File: src/rtl/weapons_control_unit_pkg.sv
// Shared definitions for the weapons control unit: state encodings and
// the default missile capacity.
package weapons_control_unit_pkg;

  typedef enum logic [1:0] {
    IDLE        = 2'b00,
    TARGET_LOCK = 2'b01,
    FIRE        = 2'b10,
    OUT_OF_AMMO = 2'b11
  } wcu_state_t;

  // Missile load restored on every reset unless overridden.
  localparam int DEFAULT_MAX_MISSILES = 4;

  // Width of the on-board missile count (holds 0..15).
  localparam int COUNT_W = 4;

endpackage

File: src/rtl/wcu_missile_counter.sv
// Missile counter: loads the full magazine on reset, counts down one per
// launch and flags the empty and last-missile conditions for the FSM.
module wcu_missile_counter
  import weapons_control_unit_pkg::*;
#(
  parameter int MAX_MISSILES = DEFAULT_MAX_MISSILES
) (
  input  logic               clk,
  input  logic               rst,
  input  logic               dec_en,
  output logic [COUNT_W-1:0] count,
  output logic               count_zero,
  output logic               count_last
);

  logic [COUNT_W-1:0] count_reg;

  // Full load while reset is held; saturating decrement on each launch.
  always_ff @(posedge clk or negedge rst) begin
    if (!rst) begin
      count_reg <= COUNT_W'(MAX_MISSILES);
    end else if (dec_en && (count_reg != '0)) begin
      count_reg <= count_reg - COUNT_W'(1);
    end
  end

  // Status flags derived from the registered count.
  always_comb begin
    count      = count_reg;
    count_zero = (count_reg == '0);
    count_last = (count_reg == COUNT_W'(1));
  end

endmodule

File: src/rtl/weapons_control_unit.sv
// Weapons control unit: tracks target lock, releases one missile per fire
// request while locked, and parks in OUT_OF_AMMO once the magazine is empty.
module weapons_control_unit
  import weapons_control_unit_pkg::*;
#(
  parameter int MAX_MISSILES = DEFAULT_MAX_MISSILES
) (
  input  logic       target_locked,
  input  logic       clk,
  input  logic       rst,
  input  logic       fire_command,
  output logic       launch_missile,
  output logic [3:0] remaining_missiles,
  output logic [1:0] WCU_state
);

  wcu_state_t         state_reg;
  wcu_state_t         state_next;
  logic               dec_en;
  logic [COUNT_W-1:0] count;
  logic               count_zero;
  logic               count_last;

  wcu_missile_counter #(
    .MAX_MISSILES (MAX_MISSILES)
  ) u_counter (
    .clk        (clk),
    .rst        (rst),
    .dec_en     (dec_en),
    .count      (count),
    .count_zero (count_zero),
    .count_last (count_last)
  );

  // State register; an asynchronous reset also aborts any launch in flight.
  always_ff @(posedge clk or negedge rst) begin
    if (!rst) begin
      state_reg <= IDLE;
    end else begin
      state_reg <= state_next;
    end
  end

  // Next-state logic. Leaving FIRE, the count about to be decremented
  // decides between OUT_OF_AMMO and a return to lock/idle.
  always_comb begin
    state_next = state_reg;
    case (state_reg)
      IDLE: begin
        if (target_locked) state_next = TARGET_LOCK;
      end
      TARGET_LOCK: begin
        if (!target_locked) begin
          state_next = IDLE;
        end else if (fire_command && !count_zero) begin
          state_next = FIRE;
        end
      end
      FIRE: begin
        if (count_last) begin
          state_next = OUT_OF_AMMO;
        end else if (target_locked) begin
          state_next = TARGET_LOCK;
        end else begin
          state_next = IDLE;
        end
      end
      OUT_OF_AMMO: begin
        state_next = OUT_OF_AMMO;
      end
      default: begin
        state_next = IDLE;
      end
    endcase
  end

  // Moore output decode; the launch cycle also drives the count-down.
  always_comb begin
    launch_missile     = (state_reg == FIRE);
    dec_en             = (state_reg == FIRE);
    remaining_missiles = count;
    WCU_state          = state_reg;
  end

endmodule

File: config.mk
export PLATFORM = sky130hd
export DESIGN_NAME = weapons_control_unit
export DESIGN_NICKNAME = d
export VERILOG_FILES = /design/src/rtl/weapons_control_unit_pkg.sv /design/src/rtl/wcu_missile_counter.sv /design/src/rtl/weapons_control_unit.sv
export SDC_FILE = /design/constraint.sdc
export NUM_CORES = 1
export LEC_CHECK = 0
export CORE_AREA = 2 2 39 41
export CTS_CLUSTER_SIZE = 14
export DETAILED_ROUTE_END_ITERATION = 8
export DIE_AREA = 0 0 41 43
export PLACE_DENSITY_LB_ADDON = 0.25
export SYNTH_ARGS = -nofsm -noshare
export SYNTH_HDL_FRONTEND = slang
export SYNTH_SLANG_ARGS = --single-unit
File: constraint.sdc
create_clock -name clk -period 1.6 [get_ports clk]
set_clock_uncertainty 0.15 [all_clocks]
set_input_delay 0.32 -clock clk [delete_from_list [all_inputs] [get_ports clk]]
set_output_delay 0.32 -clock clk [all_outputs]
set_load 0.1 [all_outputs]
==> impl_metrics.csv <==
group,metric,value,unit
yosys,synthDominantAreaCellType,"dfrtp_1",
status,outcome,"finished clean",
detailed_routing,vias_per_cell,4.56,
detailed_routing,drt_pre_antenna_iters,2,
critical_path,worstReg2RegEnd,"WCU_state[1]",
floorplan,boundaryPins,11,
critical_path,worst_r2r_path_depth,5,
clock_tree,h-tree-depth,1,
yosys,synth.avg_cell_area,11.0,µm²
timing,timing.final.crit_share,0.992,
yosys,syn-instance-count,32,
clock_tree,cts.sinks,6,
yosys,synth.top_cells.by_area,"dfrtp_1 (36%), ha_1 (11%), dfstp_2 (7.5%)",
clock_tree,cts.root.buffer_cell,"clkbuf_4",
timing,grt_setup_unrepaired,"true",
critical_path,required,1130,ps
timing,final-hold-violation-count,0,
floorplan,initial_utilization,0.254,
timing,max_slew.worst_pin.slew,295,ps
global_routing,groute.usage.overall,0.120,
placement,placement.io_buffers,10,
finish,filler_cell_count,121,
yosys,postSynthNetCount,39,
timing,timing.setup.tns,0,ps
critical_path,regToRegStartpoint,"u_counter.count[1]",
yosys,synthesized_flop_and_latch_total,6,
global_routing,grt_remaining_overflow,0,
floorplan,design.die.area,1760,µm²
timing,maxSlewHeadroom,0.803,
finish,largest_reg_flops,4,
clock_tree,hold_bufs_inserted_after_cts,0,
floorplan,die_x,41,µm
critical_path,worstSetupEndpointType,"output pin",
yosys,synth.yosys.warnings,0,
timing,drv_slew,0,
detailed_routing,drt_iter0_markers,1,
placement,numPlacedInstances,62,
placement,place_congestion,0.721,
clock_tree,tritoncts_clock_tree,"yes",
power,power.leakage,0.284,nW
global_routing,antenna_found_initial,0,
yosys,ys_types,17,
critical_path,crit_path_max_incr_delay,470,ps
finish,finish.net_count,63,
yosys,ys_seq_area_frac,0.431,
floorplan,fp-row-count,14,
detailed_routing,drc_errors,0,
power,vdd_ir_drop_max,0.256,mV
finish,insertedDiodeCount,0,
timing,achievable-frequency,630,MHz
yosys,mapped_cell_area,352,µm²
clock_tree,total_clock_buffers_created_by_cts,3,
clock_tree,clk-insertion-delay-late,260,ps
floorplan,floorplan.die.height,43,µm
global_routing,first_pass_grt_wire_length,1370,µm
finish,post_route_cells_drive_above_1_share,0.691,
detailed_routing,aggregate_routed_wire_length,859,µm
timing,fin_crit,1590,ps
critical_path,crit_path_start,"WCU_state[0]",
critical_path,cp_max_stage_cell,"dfrtp_4",
clock_tree,clk_transition_reported_paths,60,ps
job,cap_viol_max_count,0,
power,finalPower,0.000356,W
hold_path,hold_path.class,"input pin to async pin",
global_routing,grt_pass1_vias,330,
yosys,synth_top_area_share,0.356,
critical_path,rrSetupSlack,30,ps
finish,final_cell_count_no_fill,71,
detailed_routing,drtAntennaViolNets,0,
critical_path,critical_path.endpoint,"launch_missile",
critical_path,worst-path-max-fanout,3,
clock_tree,ctsLongestPathBuffers,2,
global_routing,grt_max_degree,7,
placement,hpwl,615,µm
power,p_per_area,515,nW/µm²
critical_path,critPathLaunchType,"register",
critical_path,setup.worst_path.class,"register to output pin",
detailed_routing,num_vias,324,
critical_path,critPathArrivalTime,1120,ps
detailed_routing,avgRoutedWirePerCell,12.1,µm
critical_path,worstPathCellList,"nand2b_4, inv_8, buf_12",
floorplan,core_area,1380,µm²
timing,setup-violations-final,0,
finish,synthToLayoutAreaGrowth,96.8,%
==> cells in the final DEF (no fill, tap or decap), types with 2 or more instances in the layout <==
cell,instances
buf_4,9
mux2_2,2
clkbuf_4,3
dfrtp_4,4
buf_12,7
inv_4,2
nor2_1,3
clkdlybuf4s50_1,3
a21oi_1,4
==> power breakdown <==
group / internal [W] / switching [W] / leakage (nW) / total (W)
clock: 0.0000955 / 0.0000705 / 0.0150 / 0.000166
sequential: 0.000154 / 0.000000858 / 0.0703 / 0.000155
combinational: 0.0000163 / 0.0000195 / 0.199 / 0.0000358
total: 0.000266 / 0.0000909 / 0.284 / 0.000356
==> cells by family (layout without fill, tap and decap cells) <==
logic type,after synthesis,in the layout,synth area share
simple gates,8,8,0.164
compound gates,8,8,0.167
mux,2,2,0.0641
buf+inv,4,27,0.0427
flops,6,6,0.431
xor+xnor,1,1,0.0249
fa+ha+maj,3,3,0.107
==> layout make-up <==
| type | count | area, µm² | area share |
|---|---|---|---|
| repair buffers | 19 | 238 | 0.344 |
| multi-input cells | 22 | 209 | 0.302 |
| flip-flops and latches | 6 | 171 | 0.248 |
| inverters | 4 | 27.5 | 0.0398 |
| clock buffers | 4 | 26.3 | 0.0380 |
| well taps | 16 | 20.0 | 0.0289 |
==> worst min path at each step <==
stage	end	depth (start not counted)
after global routing	u_counter.count[1]	1
final	u_counter.count[1]	1
after floorplan	u_counter.count[3]	0
after detailed placement	WCU_state[0]	1
after global placement	WCU_state[0]	1
after CTS	u_counter.count[1]	1
==> what timing repair did <==
action / in CTS / in global routing
pin swaps: 0 / 3
buffers inserted: 3 / 2
resized for setup: 0 / 3
endpoints found under the hold margin: 0 / 0
endpoints found under the setup margin: 3 / 4
==> per-layer routing <==
metal  track usage  vias up  wire length, µm
met5             0        -                0
met4         0.100        0                8
li1              -      156                -
met2         0.172        4              466
met3        0.0366        2               34
met1         0.137      162              351
==> metrics by stage <==
stage	util	setup slack, ps	instance area [µm²]	hold slack (ps)
after global routing	0.500	-14.8	692	180
after CTS	0.481	2.44	666	168
final	0.500	12.0	692	159
after floorplan	-	-120	397	-126
after detailed placement	0.446	2.53	617	439
after global placement	0.446	25.9	617	443
==> cell usage after synthesis, drive strengths merged <==
library cell,instances
or3b,1
ha,3
dfrtp,5
nand2b,1
dfstp,1
a21oi,5
nor2,3
nand2,1
a22o,1
mux2,2
inv,4
a211o,1
nor4,1
xnor2,1
nand3,1
a41oi,1
==> critical path: cells and delay by family, from the launching register on <==
kind / cells / cell delay [ps]
flops: 1 / 470
buf+inv: 2 / 220
simple gates: 1 / 180
(Power assumes the default switching activity.)
